$ cat config.mk
export PLATFORM = sky130hd
export DESIGN_NAME = gba_bus_arbiter_flat
export DESIGN_NICKNAME = d
export VERILOG_FILES = /design/src/rtl/gba_bus_arbiter_if.sv /design/src/rtl/gba_bus_arbiter.sv /design/src/flat_wrapper.sv
export SDC_FILE = /design/constraint.sdc
export NUM_CORES = 1
export LEC_CHECK = 0
export CORE_AREA = 2 2 120 122
export DETAILED_ROUTE_END_ITERATION = 8
export DIE_AREA = 0 0 122 124
export GPL_TIMING_DRIVEN = 0
export PLACE_DENSITY_LB_ADDON = 0.3
export SLEW_MARGIN = 5
export SYNTH_ARGS = -nofsm -noshare
export SYNTH_HDL_FRONTEND = slang
export SYNTH_SLANG_ARGS = --single-unit
$ cat constraint.sdc
create_clock -name clk -period 2.6 [get_ports clk]
set_clock_uncertainty 0.2 [all_clocks]
set_input_delay 0.65 -clock clk [delete_from_list [all_inputs] [get_ports clk]]
set_output_delay 0.65 -clock clk [all_outputs]
set_load 0.03 [all_outputs]
$ cat src/rtl/gba_bus_arbiter_if.sv
//==============================================================================
// Module   : gba_bus_arbiter_if
// Purpose  : CPU, DMA and downstream memory buses of the GBA bus arbiter
// Revision : 1.0  initial release
//==============================================================================
`default_nettype none
`timescale 1ns/1ps

interface gba_bus_arbiter_if;
    logic [31:0] cpu_addr;
    logic [31:0] cpu_wdata;
    logic [1:0]  cpu_width;
    logic        cpu_read;
    logic        cpu_write;
    logic        cpu_ok;
    logic [31:0] cpu_rdata;

    logic [31:0] dma_addr;
    logic [31:0] dma_wdata;
    logic [1:0]  dma_width;
    logic        dma_read;
    logic        dma_write;
    logic        dma_lock;
    logic        dma_ok;
    logic [31:0] dma_rdata;

    logic [31:0] mem_addr;
    logic [31:0] mem_wdata;
    logic [1:0]  mem_width;
    logic        mem_read;
    logic        mem_write;
    logic        mem_ok;
    logic [31:0] mem_rdata;

    logic        owner;

    // Arbiter view: requests in, completions out, downstream strobes out
    modport slave (
        input  cpu_addr, cpu_wdata, cpu_width, cpu_read, cpu_write,
        output cpu_ok, cpu_rdata,
        input  dma_addr, dma_wdata, dma_width, dma_read, dma_write, dma_lock,
        output dma_ok, dma_rdata,
        output mem_addr, mem_wdata, mem_width, mem_read, mem_write,
        input  mem_ok, mem_rdata,
        output owner
    );

    modport master (
        output cpu_addr, cpu_wdata, cpu_width, cpu_read, cpu_write,
        input  cpu_ok, cpu_rdata,
        output dma_addr, dma_wdata, dma_width, dma_read, dma_write, dma_lock,
        input  dma_ok, dma_rdata,
        input  mem_addr, mem_wdata, mem_width, mem_read, mem_write,
        output mem_ok, mem_rdata,
        input  owner
    );
endinterface

`default_nettype wire

$ cat src/rtl/gba_bus_arbiter.sv
//==============================================================================
// Module   : gba_bus_arbiter
// Purpose  : CPU/DMA arbiter for the system memory port with region wait states
// Revision : 1.0  initial release
//==============================================================================
`default_nettype none
`timescale 1ns/1ps

module gba_bus_arbiter #(
    parameter int WS_EWRAM = 2,
    parameter int WS_ROM   = 3,
    parameter int WS_OTHER = 0,
    parameter int WS_BITS  = 3
) (
    input  wire logic          clk,
    input  wire logic          rstn,
    gba_bus_arbiter_if.slave   bus
);

    localparam logic [1:0] S_IDLE = 2'd0;
    localparam logic [1:0] S_WAIT = 2'd1;
    localparam logic [1:0] S_XFER = 2'd2;

    localparam logic [WS_BITS-1:0] c_ws_ewram = WS_BITS'(WS_EWRAM);
    localparam logic [WS_BITS-1:0] c_ws_rom   = WS_BITS'(WS_ROM);
    localparam logic [WS_BITS-1:0] c_ws_other = WS_BITS'(WS_OTHER);
    localparam logic [WS_BITS-1:0] c_ws_one   = WS_BITS'(1);

    logic [1:0]         r_state;
    logic [1:0]         w_next;
    logic               r_owner;
    logic [31:0]        r_addr;
    logic [31:0]        r_wdata;
    logic [1:0]         r_width;
    logic               r_write;
    logic [WS_BITS-1:0] r_wcnt;

    logic               w_cpu_pend;
    logic               w_dma_pend;
    logic               w_any_pend;
    logic               w_sel;
    logic [31:0]        w_sel_addr;
    logic [WS_BITS-1:0] w_sel_ws;
    logic               w_xfer;
    logic               w_done;

    function automatic logic [WS_BITS-1:0] ws_of(input logic [3:0] region);
        if (region == 4'h2)
            return c_ws_ewram;
        else if (region >= 4'h8 && region <= 4'hD)
            return c_ws_rom;
        else
            return c_ws_other;
    endfunction

    assign w_cpu_pend = bus.cpu_read | bus.cpu_write;
    assign w_dma_pend = bus.dma_read | bus.dma_write;
    assign w_any_pend = w_cpu_pend | w_dma_pend;

    // A locked DMA burst keeps the bus; otherwise contention alternates owners
    always_comb begin
        w_sel = w_dma_pend;
        if (r_owner && bus.dma_lock && w_dma_pend)
            w_sel = 1'b1;
        else if (w_cpu_pend && w_dma_pend)
            w_sel = ~r_owner;
    end

    assign w_sel_addr = w_sel ? bus.dma_addr : bus.cpu_addr;
    assign w_sel_ws   = ws_of(w_sel_addr[27:24]);

    always_ff @(posedge clk) begin
        if (!rstn)
            r_state <= S_IDLE;
        else
            r_state <= w_next;
    end

    always_comb begin
        w_next = r_state;
        case (r_state)
            S_IDLE: if (w_any_pend) w_next = (w_sel_ws != '0) ? S_WAIT : S_XFER;
            S_WAIT: if (r_wcnt <= c_ws_one) w_next = S_XFER;
            S_XFER: if (bus.mem_ok) w_next = S_IDLE;
            default: w_next = S_IDLE;
        endcase
    end

    // Request is captured once in IDLE; later changes on the requester side are ignored
    always_ff @(posedge clk) begin
        if (!rstn) begin
            r_owner <= 1'b0;
            r_addr  <= '0;
            r_wdata <= '0;
            r_width <= '0;
            r_write <= 1'b0;
            r_wcnt  <= '0;
        end else if (r_state == S_IDLE && w_any_pend) begin
            r_owner <= w_sel;
            r_addr  <= w_sel_addr;
            r_wdata <= w_sel ? bus.dma_wdata : bus.cpu_wdata;
            r_width <= w_sel ? bus.dma_width : bus.cpu_width;
            r_write <= w_sel ? (bus.dma_write & ~bus.dma_read)
                             : (bus.cpu_write & ~bus.cpu_read);
            r_wcnt  <= w_sel_ws;
        end else if (r_state == S_WAIT && r_wcnt > c_ws_one) begin
            r_wcnt  <= r_wcnt - c_ws_one;
        end
    end

    // rstn gates completion so an access cut off by reset never reports ok
    always_comb begin
        w_xfer         = (r_state == S_XFER);
        w_done         = w_xfer & bus.mem_ok & rstn;
        bus.mem_read   = w_xfer & ~r_write;
        bus.mem_write  = w_xfer & r_write;
        bus.mem_addr   = w_xfer ? r_addr  : 32'h0;
        bus.mem_wdata  = w_xfer ? r_wdata : 32'h0;
        bus.mem_width  = w_xfer ? r_width : 2'd2;
        bus.cpu_ok     = w_done & ~r_owner;
        bus.dma_ok     = w_done & r_owner;
        bus.cpu_rdata  = (w_done & ~r_owner) ? bus.mem_rdata : 32'h0;
        bus.dma_rdata  = (w_done & r_owner)  ? bus.mem_rdata : 32'h0;
        bus.owner      = r_owner;
    end

endmodule

`default_nettype wire

$ cat src/flat_wrapper.sv
// flat-port wrapper written by rule: the top's interface ports become plain ports
module gba_bus_arbiter_flat 
#(
    parameter int WS_EWRAM = 2,
    parameter int WS_ROM   = 3,
    parameter int WS_OTHER = 0,
    parameter int WS_BITS  = 3
)
  (clk, rstn, bus_cpu_addr, bus_cpu_wdata, bus_cpu_width, bus_cpu_read, bus_cpu_write, bus_cpu_ok, bus_cpu_rdata, bus_dma_addr, bus_dma_wdata, bus_dma_width, bus_dma_read, bus_dma_write, bus_dma_lock, bus_dma_ok, bus_dma_rdata, bus_mem_addr, bus_mem_wdata, bus_mem_width, bus_mem_read, bus_mem_write, bus_mem_ok, bus_mem_rdata, bus_owner);
  gba_bus_arbiter_if bus_i ();
  input  wire logic clk;
  input  wire logic rstn;
  input wire logic [$bits(bus_i.cpu_addr)-1:0] bus_cpu_addr;
  input wire logic [$bits(bus_i.cpu_wdata)-1:0] bus_cpu_wdata;
  input wire logic [$bits(bus_i.cpu_width)-1:0] bus_cpu_width;
  input wire logic [$bits(bus_i.cpu_read)-1:0] bus_cpu_read;
  input wire logic [$bits(bus_i.cpu_write)-1:0] bus_cpu_write;
  output wire logic [$bits(bus_i.cpu_ok)-1:0] bus_cpu_ok;
  output wire logic [$bits(bus_i.cpu_rdata)-1:0] bus_cpu_rdata;
  input wire logic [$bits(bus_i.dma_addr)-1:0] bus_dma_addr;
  input wire logic [$bits(bus_i.dma_wdata)-1:0] bus_dma_wdata;
  input wire logic [$bits(bus_i.dma_width)-1:0] bus_dma_width;
  input wire logic [$bits(bus_i.dma_read)-1:0] bus_dma_read;
  input wire logic [$bits(bus_i.dma_write)-1:0] bus_dma_write;
  input wire logic [$bits(bus_i.dma_lock)-1:0] bus_dma_lock;
  output wire logic [$bits(bus_i.dma_ok)-1:0] bus_dma_ok;
  output wire logic [$bits(bus_i.dma_rdata)-1:0] bus_dma_rdata;
  output wire logic [$bits(bus_i.mem_addr)-1:0] bus_mem_addr;
  output wire logic [$bits(bus_i.mem_wdata)-1:0] bus_mem_wdata;
  output wire logic [$bits(bus_i.mem_width)-1:0] bus_mem_width;
  output wire logic [$bits(bus_i.mem_read)-1:0] bus_mem_read;
  output wire logic [$bits(bus_i.mem_write)-1:0] bus_mem_write;
  input wire logic [$bits(bus_i.mem_ok)-1:0] bus_mem_ok;
  input wire logic [$bits(bus_i.mem_rdata)-1:0] bus_mem_rdata;
  output wire logic [$bits(bus_i.owner)-1:0] bus_owner;
  assign bus_i.cpu_addr = bus_cpu_addr;
  assign bus_i.cpu_wdata = bus_cpu_wdata;
  assign bus_i.cpu_width = bus_cpu_width;
  assign bus_i.cpu_read = bus_cpu_read;
  assign bus_i.cpu_write = bus_cpu_write;
  assign bus_cpu_ok = bus_i.cpu_ok;
  assign bus_cpu_rdata = bus_i.cpu_rdata;
  assign bus_i.dma_addr = bus_dma_addr;
  assign bus_i.dma_wdata = bus_dma_wdata;
  assign bus_i.dma_width = bus_dma_width;
  assign bus_i.dma_read = bus_dma_read;
  assign bus_i.dma_write = bus_dma_write;
  assign bus_i.dma_lock = bus_dma_lock;
  assign bus_dma_ok = bus_i.dma_ok;
  assign bus_dma_rdata = bus_i.dma_rdata;
  assign bus_mem_addr = bus_i.mem_addr;
  assign bus_mem_wdata = bus_i.mem_wdata;
  assign bus_mem_width = bus_i.mem_width;
  assign bus_mem_read = bus_i.mem_read;
  assign bus_mem_write = bus_i.mem_write;
  assign bus_i.mem_ok = bus_mem_ok;
  assign bus_i.mem_rdata = bus_mem_rdata;
  assign bus_owner = bus_i.owner;
  gba_bus_arbiter #(.WS_EWRAM(WS_EWRAM), .WS_ROM(WS_ROM), .WS_OTHER(WS_OTHER), .WS_BITS(WS_BITS)) u_core (.clk(clk), .rstn(rstn), .bus(bus_i));
endmodule
; ---- Yosys cells after proc, flatten, opt, wreduce, memory -nomap -nowiden
; Index checks and enable logic that the tools add are counted.
[word_totals]
regBits = 73
input_bits = 172
out_inout_bits = 135
word_cells = 63
[classes]
add_sub_neg = 1
order_cmp = 4
n_eq_ne = 6
n_mux = 20
bitwise = 15
reduce_logical = 10
[ops]
columns = operator, count
row1 = two-way mux 32 bit, 6
row2 = two-way mux 2 bit, 7
row3 = two-way mux 3 bit, 3
row4 = bitwise AND 1 bit, 8
row5 = logical AND 1 bit, 6
row6 = one-hot mux 2 bit (3 select lines), 1
row7 = "== test 4 x 2 -> 1 bit, second input constant", 1
row8 = ">= comparator 4 bit, second input constant", 1
row9 = "less-or-equal comparator 4 bit, second input constant", 1
row10 = "inequality test 2 x 1 -> 1 bit, second input constant", 2
row11 = inverter 1 bit, 4
row12 = "> comparator 3 x 1 -> 1 bit, second input constant", 1
row13 = "less-or-equal comparator 3 x 1 -> 1 bit, second input constant", 1
row14 = two-way mux 1 bit, 3
row15 = bitwise OR 1 bit, 3
row16 = AND reduction 3 bit, 1
row17 = nonzero test 3 bit, 1
row18 = "subtractor 3 x 1 -> 3 bit, second input constant", 1
row19 = "== test 2 x 1 -> 1 bit, second input constant", 1
row20 = "== test 2 bit, second input constant", 1
row21 = logical NOT 2 bit, 1
row22 = "inequality test 2 bit, second input constant", 1
row23 = nonzero test 2 bit, 1

; ---- Longest topological paths before layout
; Gate-level depths: netlist of run 1.
[logic_depth]
ltp_word = 13
ltp_mapped = 7
mapped_depth_nobuf = 6

; ---- Worst setup path after synthesis of run 1
; OpenSTA, ideal clock, no wires.
[synth_path]
path_type = input to output
startpoint = input rstn
endpoint = output bus_cpu_rdata[22]
t_arrival_ps = 1798
required_ps = 1750
slack_ps = -48
path_stages = 5
n_path_buf = 2
path_cell_list = clkbuf_1 -> nand3_1 -> nor2_2 -> buf_2 -> and2_1
[synth_via]
elab_chain_cells = 3
[synth_rtl]
columns = item, line_no
row1 = start: declaration, flat_wrapper.sv:12  ; input wire logic rstn;
row2 = bitwise AND 1 bit, gba_bus_arbiter.sv:114  ; w_done = w_xfer & bus.mem_ok & rstn;
row3 = bitwise AND 1 bit, n/a
row4 = via bus_cpu_ok, flat_wrapper.sv:18  ; output wire logic [$bits(bus_i.cpu_ok)-1:0] bus_cpu_ok;
row5 = two-way mux 32 bit, gba_bus_arbiter.sv:122  ; bus.cpu_rdata = (w_done & ~r_owner) ? bus.mem_rdata : 32'h0;
row6 = end: declaration, flat_wrapper.sv:19  ; output wire logic [$bits(bus_i.cpu_rdata)-1:0] bus_cpu_rdata;
; The timed path passes the listed nets, and every way through them passes these cells.

; ---- Worst setup path in the final report of run 1
[layout_path]
startpoint = register u_core.r_state[0]
endpoint = output bus_dma_rdata[29]
[layout_via]
elab_chain_cells = 5
[layout_rtl]
columns = item, line_no
row1 = start: declaration, gba_bus_arbiter.sv:29  ; logic [1:0] r_state;
row2 = start signal: assignment, gba_bus_arbiter.sv:76  ; r_state <= w_next;
row3 = == test 2 bit, gba_bus_arbiter.sv:113  ; w_xfer = (r_state == S_XFER);
row4 = bitwise AND 1 bit (2 in series), gba_bus_arbiter.sv:114
row5 = bitwise AND 1 bit, gba_bus_arbiter.sv:123  ; bus.dma_rdata = (w_done & r_owner) ? bus.mem_rdata : 32'h0;
row6 = two-way mux 32 bit, gba_bus_arbiter.sv:123
row7 = end: declaration, flat_wrapper.sv:27  ; output wire logic [$bits(bus_i.dma_rdata)-1:0] bus_dma_rdata;
; Every way passes these cells.

==> results of run 1 <==
-- what timing repair did --
item | CTS | global route
gates cloned | 3 | 3
setup endpoints to repair | 133 | 151
pin swaps | 30 | 9
buffers inserted | 2 | 7
hold buffers | 0 | 0
gates resized for setup | 743 | 76
-- tightest hold or removal path, delay by kind of cell (launching register included) --
family / cells / cell delay [ps]
compound gates: 2 / 180
flops: 1 / 320
-- placed cells by master (no fill, tap or decap), types with 10 or more instances in the layout --
| cell type | count |
|---|---|
| and2_4 | 55 |
| a21oi_1 | 68 |
| buf_4 | 10 |
| clkbuf_1 | 15 |
| clkbuf_2 | 19 |
| mux2i_1 | 66 |
| buf_6 | 62 |
| clkbuf_16 | 12 |
| buf_2 | 57 |
| o21ai_0 | 71 |
| and2_1 | 72 |
| dfxtp_1 | 71 |
| clkdlybuf4s50_1 | 170 |
-- stage by stage --
stage | power (mW) | setup TNS [ps] | hold slack (ps) | cells
after detailed placement | 3.267 | -98240 | 317.5 | 987
after floorplan | 2.461 | 0 | 275.8 | 502
final | 4.535 | 0 | 331.9 | 1017
after global routing | 4.781 | -907.9 | 355.5 | 1017
after CTS | 4.514 | -2619 | 325.9 | 1007
after global placement | 3.211 | -91660 | 296.0 | 987
-- registers in the layout (all words and copies together) (netlist names) --
register          flops
u_core.bus.owner      1
u_core.r_addr        32
u_core.r_state        2
u_core.r_wcnt         3
u_core.r_wdata       32
u_core.r_width        2
u_core.r_write        1
-- area by class of cell --
class	count	share of cell area
buffer	43	0.03733
clock buffer	13	0.03248
clock inverter	2	0.004685
inverter	4	0.001874
multi-input combinational	382	0.3353
sequential	73	0.1834
tap	180	0.02811
timing repair buffer	320	0.3769
-- metal layers --
layer	vias to the layer above	share of wire
met5	-	0.00076
met2	225	0.54
li1	2384	-
met3	25	0.090
met1	2206	0.35
met4	2	0.020
-- worst max path at each step --
| stage | startpoint | end | slack [ps] | cells after the start |
|---|---|---|---|---|
| 2_1_floorplan | rstn | bus_cpu_rdata[22] | 10 | 5 |
| 3_3_place_gp | rstn | bus_dma_rdata[19] | -920 | 6 |
| 3_5_place_dp | rstn | bus_dma_rdata[13] | -940 | 6 |
| 4_1_cts | u_core.r_state[0] | bus_dma_rdata[13] | -70 | 6 |
| 5_1_grt | u_core.r_state[0] | bus_dma_rdata[29] | -50 | 7 |
| 6_report | u_core.r_state[0] | bus_dma_rdata[29] | 6 | 7 |
-- power by group --
part           total, mW  internal, mW  switching (mW)
clock network       1.25         0.791           0.464
registers           1.47          1.36           0.110
logic               1.81         0.811            1.00
-- cell families (layout without fill, tap and decap cells) --
family / after synthesis / after routing / share of synthesized area
muxes: 68 / 68 / 0.1632
DFF: 73 / 73 / 0.3472
xor gates and xnor gates: 1 / 1 / 0.002081
buffers and inverters: 47 / 382 / 0.05410
and+or+nand+nor: 157 / 157 / 0.2292
AOI/OAI and AO/OA: 154 / 154 / 0.1983
adders and majority gates: 2 / 2 / 0.005944
==> results.ini, run 1 <==
[outcome]
status=complete, no violations

[synthesis]
ys_types=39
ys_async_sr_fraction=0
syn_area_per_cell_um2=8.385
syn-num-nets=676
syn_inst=502
synth_top_cells_by_area=dfxtp_1, and2_1, mux2i_1
ys_seq_area_frac=0.3472
yosysMostFrequentCell=and2_1
synth.ff_latch_count=73
synth-edff-count=0
synth_commonest_cells=and2_1, dfxtp_1, o21ai_0
synthFlopType=dfxtp_1
yosysTopAreaCell=dfxtp_1
netlist_area_um2=4209
ys_warn_count=0
synth_top_area_frac=0.3472

[sta]
setup_viol=0
tightest_slew_ps=429.6
post-route-period-util=0.9979
layout_setup_ws_ps=5.546
period_needed_ps=2594
slew_headroom=0.7136
hold_viol=0
maxSlewViolCount=0
clock.fmax_ghz=0.3854
rsz0062_at_grt=yes

[grt]
grtUsageMet2=0.4186
use_met1=0.2140
grtUsageMet3=0.06273
grt-ovfl-total=0
antenna_found_initial=1
grt_pass1_wl_um=24980
grt_max_degree=12
top_usage_layer=met2
grt_use_total=0.2138
grt_pass1_vias=4887

[placement]
placed_cell_area_um2=7510
dp_hpwl_um=13340
post-place-ws_ps=-941.3
io_buffers=305
gp_congestion=0.8195

[clock_network]
cts.clk_slew.worst_paths_ps=60
clk-insertion-delay-late_ps=330
cts-buffers-inserted=9
cts_root_buf=clkbuf_16
clock_path_buffers=2
cts_tree=done
clkSinkCount=73
htreeDepth=3

[worst_setup_path]
path_class=flop to output pin
timing.rr.start=u_core.bus.owner
r2r-end=u_core.r_wdata[10]
r2r_cells=7
start_kind=flop
crit_path_end_kind=output pin
crit_family=simple AND/OR/NAND/NOR gates
cp_data_arrival_time_ps=1740
crit_chain=and2b_4, nand3_4, nor2_4, buf_12, clkbuf_16, and2_2, buf_6
cp_max_fo=9
slowest_delay_ps=330
r2r_slack_ps=630
cp_slowest_cell=dfxtp_4
critPathBufInv=3
required_ps=1750

[detailed_routing]
firstDrtPassIters=4
wirelength_um=17100
vias=4842
route.detailed.drc=0
ant_nets=0
routed_via_density=4.761
avgRoutedWirePerCell_um=16.82
drt_iter0_drc=113

[floorplan]
die_w_um=122
core-area_um2=13720
rows=43
die-area_um2=15130
start_util=0.3068
io-pin-count=307
die_y_um=124

[power]
peakVddDrop_uv=292.4
power.density_nw_per_um2=566.1
p_leak_nw=3.556

[min_path]
whs_path_depth=2
hp-start=u_core.r_addr[0]
min_to=u_core.r_addr[0]
hp-class=flop to flop

[finish]
nFillCells=1249
fin_area_um2=8011
area_delta_synth_final_pct=90.34
multi_input_area_um2=2686
layout.nets=1007
drive_above_1_share=0.2999
register_area_um2=1469
antenna_cells=0
post-route-util=0.5839

[run]
drv_cap=0

(Power assumes the default switching activity.)
==> run 2: changes to the inputs <==
--- a/config.mk
+++ b/config.mk
@@ -9,6 +9,7 @@
 export DETAILED_ROUTE_END_ITERATION = 8
 export DIE_AREA = 0 0 122 124
 export GPL_TIMING_DRIVEN = 0
+export HOLD_SLACK_MARGIN = 0.12
 export PLACE_DENSITY_LB_ADDON = 0.3
 export SLEW_MARGIN = 5
 export SYNTH_ARGS = -nofsm -noshare
==> results of run 2 <==
Same layout as run 1: the final DEF is identical, and so are final timing and power.
==> run 3: changes to the inputs <==
--- a/config.mk
+++ b/config.mk
@@ -11,6 +11,7 @@
 export GPL_TIMING_DRIVEN = 0
 export HOLD_SLACK_MARGIN = 0.12
 export PLACE_DENSITY_LB_ADDON = 0.3
+export REMOVE_ABC_BUFFERS = 1
 export SLEW_MARGIN = 5
 export SYNTH_ARGS = -nofsm -noshare
 export SYNTH_HDL_FRONTEND = slang
==> results.ini, run 3 (synthesis gave the netlist of run 1 again) <==
[outcome]
status=complete, no violations  ; unchanged

[power]
p_sw_mw=1.592  ; was 1.575 mW
switching_share=0.3387  ; was 0.3472
clkPwrFrac=0.286  ; was 0.277
p_int_mw=3.108  ; was 2.960 mW
power.density_nw_per_um2=582.0  ; was 566.1 nW/um2
seq_power_share=0.315  ; was 0.324
combPwrFrac=0.398  ; was 0.399
p_leak_nw=3.570  ; was 3.556 nW
peakVddDrop_uv=382.6  ; was 292.4 uV

[sta]
setup_viol=0  ; unchanged
fin_setup_tns_ps=0  ; unchanged
hold_viol=0  ; unchanged
maxSlewViolCount=0  ; unchanged
layout_setup_ws_ps=1.545  ; was 5.546 ps
period_needed_ps=2598  ; was 2594 ps
slew_headroom=0.7592  ; was 0.7136
clock.fmax_ghz=0.3848  ; was 0.3854 GHz
rsz0062_at_grt=yes  ; unchanged
post-route-period-util=0.9994  ; was 0.9979
tightest_slew_ps=362.6  ; was 429.6 ps

[finish]
nFillCells=1203  ; was 1,249
mostFrequentLayoutCells=clkdlybuf4s50_1, and2_1, o21ai_0, dfxtp_1, a21oi_1  ; unchanged
stdcell_count=1000  ; was 1,017
area_delta_synth_final_pct=91.85  ; was 90.34%
multi_input_area_um2=2663  ; was 2686 um2
register_area_um2=1469  ; unchanged
layout_commonest_cell=clkdlybuf4s50_1  ; unchanged
drive_above_1_share=0.2619  ; was 0.2999
post-route-util=0.5886  ; was 0.5839
layout.nets=986  ; was 1,007
top_regs=u_core.r_addr (32), u_core.r_wdata (32), u_core.r_wcnt (3)  ; unchanged

[grt]
grt-ovfl-total=0  ; unchanged
antenna_found_initial=3  ; was 1
grt_pass1_vias=4642  ; was 4,887
grt_use_total=0.2104  ; was 0.2138
grt_pass1_wl_um=24270  ; was 24,980 um
grt_max_degree=40  ; was 12

[detailed_routing]
route.met2.wl_um=9332  ; was 9201 um
wl_met1_um=5970  ; was 5995 um
highest_layer=met4  ; was met5
vias=4812  ; was 4,842
avgRoutedWirePerCell_um=17.51  ; was 16.82 um
ant_nets=0  ; unchanged
drt_iter0_drc=157  ; was 113
firstDrtPassIters=4  ; unchanged
wirelength_um=17510  ; was 17,100 um
wl_met3_um=1651  ; was 1547 um
routed_via_density=4.812  ; was 4.761
route.detailed.drc=0  ; unchanged

[worst_setup_path]
slowest_delay_ps=370  ; was 330 ps
crit_family=simple AND/OR/NAND/NOR gates  ; unchanged
cp_data_arrival_time_ps=1750  ; was 1740 ps
crit_chain=and2b_4, nand3_4, buf_4, nor2_4, buf_6, and2_1, buf_6  ; was and2b_4, nand3_4, nor2_4, buf_12, clkbuf_16, and2_2, buf_6
cp_max_fo=8  ; was 9
start_kind=flop  ; unchanged
crit_path_end_kind=output pin  ; unchanged
cp_slowest_cell=dfxtp_4  ; unchanged
cp_common_cell=buf_6
r2r_slack_ps=550  ; was 630 ps
critPathBufInv=3  ; unchanged
required_ps=1750  ; about the same
path_class=flop to output pin  ; unchanged

[clock_network]
clock_path_buffers=2  ; unchanged
clk-insertion-delay-late_ps=320  ; was 330 ps
htreeDepth=3  ; unchanged
cts_tree=done  ; unchanged
cts-buffers-inserted=9  ; unchanged
cts.clk_slew.worst_paths_ps=60  ; about the same
clkSinkCount=73  ; unchanged
cts_root_buf=clkbuf_16  ; unchanged

[min_path]
hp-class=flop to flop  ; unchanged

[placement]
gp_congestion=0.7785  ; was 0.8195
io_buffers=306  ; was 305
post-place-ws_ps=-1525  ; was -941.3 ps
dp_hpwl_um=12620  ; was 13,340 um
dp.cells=955  ; was 987

[floorplan]
die_y_um=124  ; unchanged
die-area_um2=15130  ; unchanged
core-area_um2=13720  ; unchanged
rows=43  ; unchanged
start_util=0.3068  ; unchanged
die_w_um=122  ; unchanged
io-pin-count=307  ; unchanged

[run]
drv_cap=0  ; unchanged

-- run 3: changes by cell type in the layout (fill, tap and decap cells not counted), moves of 9 or more --
cell | previous run | this run
and2_1 | 72 | 99
buf_2 | 57 | 33
buf_4 | 10 | 25
and2_4 | 55 | 31
clkbuf_2 | 19 | 10
clkbuf_1 | 15 | 1
-- run 3: tightest hold or removal path: stages (launching register included) --
cell     delay (ps)
dfxtp_1         300
o21ai_0         140
a21oi_1          40
-- run 3: layout make-up --
class,count,area share
flip-flops and latches,73,0.1819
clock buffers,11,0.03006
multi-input cells,385,0.3297
well taps,180,0.02789
repair buffers,339,0.4179
clock inverters,5,0.009761
inverters,4,0.001859
diodes,3,0.0009297
-- run 3: final timing paths --
kind | from | endpoint | depth (start not counted)
max | u_core.r_state[0] | bus_cpu_rdata[19] | 7
min | u_core.r_wdata[26] | u_core.r_wdata[26] | 2
max reg2reg | u_core.bus.owner | u_core.r_state[1] | 5
min reg2reg | u_core.r_wdata[26] | u_core.r_wdata[26] | 2
-- run 3: layer usage --
layer / vias up / track usage
met5: - / 0
met4: 0 / 0.09555
met3: 27 / 0.05632
met2: 232 / 0.4089
met1: 2205 / 0.2071
li1: 2348 / -
-- run 3: repair_timing --
item / 4_1_cts / 5_1_grt
hold buffers: 0 / 0
gates cloned: 4 / 3
pin swaps: 7 / 15
resized for setup: 632 / 165
buffers inserted: 14 / 5
endpoints found under the setup margin: 191 / 118
-- run 3: per-stage QoR --
step / hold slack [ps] / power, mW / cell area, um2
after floorplan: 275.3 / 2.407 / 3996
after global placement: 295.3 / 3.143 / 7284
after detailed placement: 312.7 / 3.304 / 7511
after CTS: 328.6 / 4.669 / 7685
after global routing: 352.0 / 4.936 / 8075
final: 329.8 / 4.700 / 8075
-- run 3: power groups by stage --
stage | logic (mW) | clock network, mW | registers (mW)
2_1_floorplan | 0.949 | 0 | 1.46
3_3_place_gp | 1.67 | 0 | 1.47
3_5_place_dp | 1.82 | 0 | 1.49
4_1_cts | 1.81 | 1.38 | 1.48
5_1_grt | 2.01 | 1.41 | 1.51
6_report | 1.87 | 1.35 | 1.48
==> edit 1: new RTL, settings of run 2 <==
Reset style: asynchronous (`rstn`), changed in 2 clocked blocks.
--- a/src/rtl/gba_bus_arbiter.sv
+++ b/src/rtl/gba_bus_arbiter.sv
@@ -70,5 +70,5 @@
     assign w_sel_ws   = ws_of(w_sel_addr[27:24]);
 
-    always_ff @(posedge clk) begin
+    always_ff @(posedge clk or negedge rstn) begin
         if (!rstn)
             r_state <= S_IDLE;
@@ -88,5 +88,5 @@
 
     // Request is captured once in IDLE; later changes on the requester side are ignored
-    always_ff @(posedge clk) begin
+    always_ff @(posedge clk or negedge rstn) begin
         if (!rstn) begin
             r_owner <= 1'b0;
Formal check against the unedited RTL: differs if rstn is asserted again (counterexample within 4 cycles, from zero or initial values and one cycle with rstn low); with rstn held inactive, the same outputs for 10 cycles.
==> edit 1 against run 2 <==
  * The flow now finishes with violations (negative setup slack)
  * Sequential cell count stayed put
  * Non-clock buffer count is 4 lower
  * Global-route usage is 0.32 points higher
  * Area after synthesis is 5.8% higher
  * Register-to-register slack hardly changed
  * Count of clock-buffer cells in the layout is 1 higher
  * Wire length is 1.2% higher
  * Worst setup slack worse by 0.041 ns
  * Highest routed layer is now met4
  * Final area is 5.1% higher
  * Critical endpoint is now bus_dma_rdata[11]
  * Critical path type unchanged
Power is not compared: it rests on default switching activity, and its combinational part moved more than twofold at a synthesized area within 25%.
==> edit 1: results <==
global_routing:
  grt_first_pass_wirelength_um: 25300
  use_met2: 0.414
  grt_max_degree: 20
  grt_util_met3: 0.0385
  antenna_found_initial: 1
  track_usage: 0.217
  grt_use_met1: 0.228
synth:
  synth_ff_type: "dfrtp_1"
  netlist-cell-type-count: 36
  synth.net_count: 665
  syn_inst: 491
  ys_async_sr_fraction: 1.00
  ys_top_cells_by_area: "dfrtp_1 (41%), and2_1 (18%), mux2i_1 (15%), o21ai_1 (7.4%), nand2_1 (6.1%)"
  ys_seq_area_frac: 0.410
  yosys-top-cells-count: "and2_1 (130), dfrtp_1 (73), nand2_1 (72)"
drt:
  detail_route.first_pass.iterations: 6
  wl_met3_um: 1110
  drtIter0Drc: 124
  finalWirelength_um: 17300
  postRouteAntennaNets: 0
  vias: 4768
  wl_met2_um: 9360
  met1_length_um: 6250
  routed.top_layer: "met4"
clock_tree:
  cts-root-buf: "clkbuf_16"
  htreeDepth: 3
  clk_latency_ns: 0.33
  cts_setup_buffers: 3
  hold_buffers: 3
  cts_resized: 830
run_status:
  violations: "negative setup slack"
  status: "complete, but fails checks"
sta:
  setup-tns-final_ns: -0.633
  slew_headroom: 0.446
  final.setup.worst_slack_ns: -0.0354
  setup_viol: 42
placed_design:
  place_ws_ns: -1.15
  placed_cells: 978
  placed_area_um2: 7760
  portBuffers: 306
  gp_congestion: 0.850
  dp_hpwl_um: 12800
critical_path:
  slowest_stage: "dfrtp_1"
  crit_arrival_ns: 1.79
  crit_path_max_incr_delay_ns: 0.37
finish:
  fillers: 1213
  fin_cells: 1011
  drive_gt1_frac: 0.295
hold_path:
  hold_path_class: "in2async"
pwr:
  intPower_mw: 4.40
  clkPwrFrac: 0.175
edit 1: final timing paths:
| path | start | endpoint | slack [ns] | cells after the start |
|---|---|---|---|---|
| max | u_core.r_state[0] | bus_dma_rdata[11] | -0.04 | 7 |
| min | rstn | u_core.r_wcnt[0] | 0.17 | 2 |
| max reg2reg | u_core.bus.owner | u_core.r_wdata[31] | 0.63 | 7 |
| min reg2reg | u_core.r_wdata[14] | u_core.r_wdata[14] | 0.28 | 2 |
| max in group asynchronous | rstn | u_core.r_addr[0] | 0.80 | 2 |
| min in group clk | u_core.r_wdata[14] | u_core.r_wdata[14] | 0.28 | 2 |
edit 1: metrics by stage:
step | util | power (mW) | hold slack, ns
2_1_floorplan | - | 4.63 | 0.154
3_3_place_gp | 0.564 | 6.26 | 0.258
3_5_place_dp | 0.566 | 6.39 | 0.267
4_1_cts | 0.602 | 7.64 | 0.152
5_1_grt | 0.613 | 8.16 | 0.162
6_report | 0.613 | 7.65 | 0.165
edit 1: cell families (layout without fill, tap and decap cells):
family	Yosys count	count (layout)	share of synthesized area
flip-flops	73	73	0.410
AND/OR/NAND/NOR	219	219	0.265
adder cells (fa/ha/maj)	2	2	0.00562
XOR/XNOR	1	1	0.00197
other	0	1	0
AO/OA/AOI/OAI	85	85	0.103
multiplexers	69	69	0.156
buffers and inverters	42	381	0.0579
edit 1: area by class of cell:
| class | count | area share |
|---|---|---|
| flip-flops and latches | 73 | 0.217 |
| well taps | 180 | 0.0268 |
| multi-input cells | 376 | 0.300 |
| diodes | 1 | 0.000297 |
| plain buffers | 36 | 0.0366 |
| clock inverters | 2 | 0.00714 |
| inverters | 6 | 0.00268 |
| repair buffers | 323 | 0.378 |
| clock buffers | 14 | 0.0314 |
==> edit 2: new RTL, settings of run 2 <==
Made on the original files. `WS_BITS` is set to 3 in 2 places; all go to 5.
--- a/src/rtl/gba_bus_arbiter.sv
+++ b/src/rtl/gba_bus_arbiter.sv
@@ -11,5 +11,5 @@
     parameter int WS_ROM   = 3,
     parameter int WS_OTHER = 0,
-    parameter int WS_BITS  = 3
+    parameter int WS_BITS  = 5
 ) (
     input  wire logic          clk,
--- a/src/flat_wrapper.sv
+++ b/src/flat_wrapper.sv
@@ -5,5 +5,5 @@
     parameter int WS_ROM   = 3,
     parameter int WS_OTHER = 0,
-    parameter int WS_BITS  = 3
+    parameter int WS_BITS  = 5
 )
   (clk, rstn, bus_cpu_addr, bus_cpu_wdata, bus_cpu_width, bus_cpu_read, bus_cpu_write, bus_cpu_ok, bus_cpu_rdata, bus_dma_addr, bus_dma_wdata, bus_dma_width, bus_dma_read, bus_dma_write, bus_dma_lock, bus_dma_ok, bus_dma_rdata, bus_mem_addr, bus_mem_wdata, bus_mem_width, bus_mem_read, bus_mem_write, bus_mem_ok, bus_mem_rdata, bus_owner);
Function: same outputs for any inputs over 10 cycles, from zero or initial values and one cycle with rstn low; that may be too few to reach the edited logic, so the function may still have changed.
==> edit 2 against run 2 <==
  * Area after synthesis up 2.1%
  * Wire length increased by 3.8%
  * Sequential cell count increased by 2
  * Final area increased by 0.17%
  * Worst setup slack improved by 0.028 ns
  * Power rose by 11%
  * Maximum frequency rose by 1.1%
  * Global-route usage rose by 0.45 points
==> edit 2: results <==
global_routing:
  track_usage: 0.218
  antenna_found_initial: 1
  grt_first_pass_wirelength_um: 25600
  grt_max_degree: 14
synth:
  ys_seq_area_frac: 0.349
  yosys-top-cells-count: "and2_1 (130), dfxtp_1 (75), a21oi_1 (71), o21ai_0 (71), mux2i_1 (66)"
  netlist-cell-type-count: 40
  synth.net_count: 694
  ys_top_cells_by_area: "dfxtp_1 (35%), and2_1 (19%), mux2i_1 (15%), a21oi_1 (8.3%), o21ai_0 (8.3%)"
critical_path:
  crit_fanout: 7
  reg2reg_depth: 6
  r2r_slack_ns: 0.38
  r2r_end: "u_core.r_addr[30]"
  crit_arrival_ns: 1.72
hold_path:
  min_from: "u_core.r_wdata[28]"
  holdPathEnd: "u_core.r_wdata[28]"
sta:
  slew_viol_final: 0
  final.setup.worst_slack_ns: 0.0340
  slew_headroom: 0.662
finish:
  fillers: 1239
  drive_gt1_frac: 0.281
  reg.largest.list: "u_core.r_addr (32), u_core.r_wdata (32), u_core.r_wcnt (5)"
  nNetsFinal: 1022
clock_tree:
  cts_buffers: 9
  cts_max_path_buffers: 2
drt:
  routedWlPerCell_um: 17.2
  wl_met2_um: 9500
  routed.top_layer: "met4"
  met1_length_um: 6420
  drtIter0Drc: 162
  vias_per_cell: 4.86
placed_design:
  gp_congestion: 0.796
  dp_hpwl_um: 14000
  place_ws_ns: -1.15
pwr:
  peakVddDrop_mv: 0.346
  leakage_nw: 3.54
run_status:
  status: "complete, no violations"
==> edit 2: through the flow <==
| stage | cell area (µm²) | total power, mW | cells | hold WS [ns] |
|---|---|---|---|---|
| 2_1_floorplan | 4320 | 2.72 | 520 | 0.294 |
| 3_3_place_gp | 7600 | 3.58 | 1005 | 0.316 |
| 3_5_place_dp | 7600 | 3.64 | 1005 | 0.317 |
| 4_1_cts | 8010 | 5.06 | 1028 | 0.336 |
| 5_1_grt | 8030 | 5.31 | 1034 | 0.363 |
| 6_report | 8030 | 5.02 | 1034 | 0.337 |
==> edit 2: worst max path at each step <==
stage / start / end / cells after the start
after floorplan: rstn / bus_cpu_rdata[22] / 5
after global placement: bus_mem_ok / bus_cpu_rdata[19] / 6
after detailed placement: rstn / bus_cpu_rdata[19] / 6
after CTS: u_core.r_state[0] / bus_dma_rdata[16] / 6
after global routing: u_core.r_state[0] / bus_dma_rdata[19] / 7
final: u_core.r_state[0] / bus_dma_rdata[19] / 7
==> edit 2: worst max-delay path, stage by stage (launching register included) <==
cell and delay, ns:
dfxtp_2 0.32, and2b_2 0.27, nand3_4 0.11, nor2_4 0.11
buf_6 0.15, buf_6 0.12, and2_1 0.14, buf_4 0.16
==> edit 2: timing repair <==
| item | in CTS | in global routing |
|---|---|---|
| resized for setup | 697 | 121 |
| endpoints found under the setup margin | 133 | 100 |
| cloned | 4 | 2 |
| setup buffers | 3 | 3 |
| pin swaps | 12 | 5 |
==> edit 2: layer usage <==
layer | track usage | up-vias
met5 | 0 | -
met3 | 0.0540 | 28
met4 | 0.0754 | 0
li1 | - | 2451
met2 | 0.428 | 204
met1 | 0.224 | 2342
==> edit 2: power by group <==
group          switching, mW  internal (mW)
Combinational           1.17          0.871
Clock                  0.479          0.935
Sequential             0.136           1.43
==> edit 2: logic make-up after synthesis <==
family | share of synthesized area
AND/OR/NAND/NOR | 0.229
AO/OA/AOI/OAI | 0.201
flip-flops | 0.349
multiplexers | 0.156
buffers and inverters | 0.0524
XOR/XNOR | 0.00612
adder cells (fa/ha/maj) | 0.00582
==> edit 2: layout make-up <==
cell class | count | area [µm²] | share of cell area
plain buffers | 43 | 293 | 0.0365
multi-input cells | 396 | 2690 | 0.336
diodes | 1 | 2.50 | 0.000312
clock buffers | 9 | 225 | 0.0281
inverters | 6 | 22.5 | 0.00281
repair buffers | 317 | 2940 | 0.366
flip-flops and latches | 75 | 1510 | 0.188
clock inverters | 7 | 116 | 0.0145
well taps | 180 | 225 | 0.0281
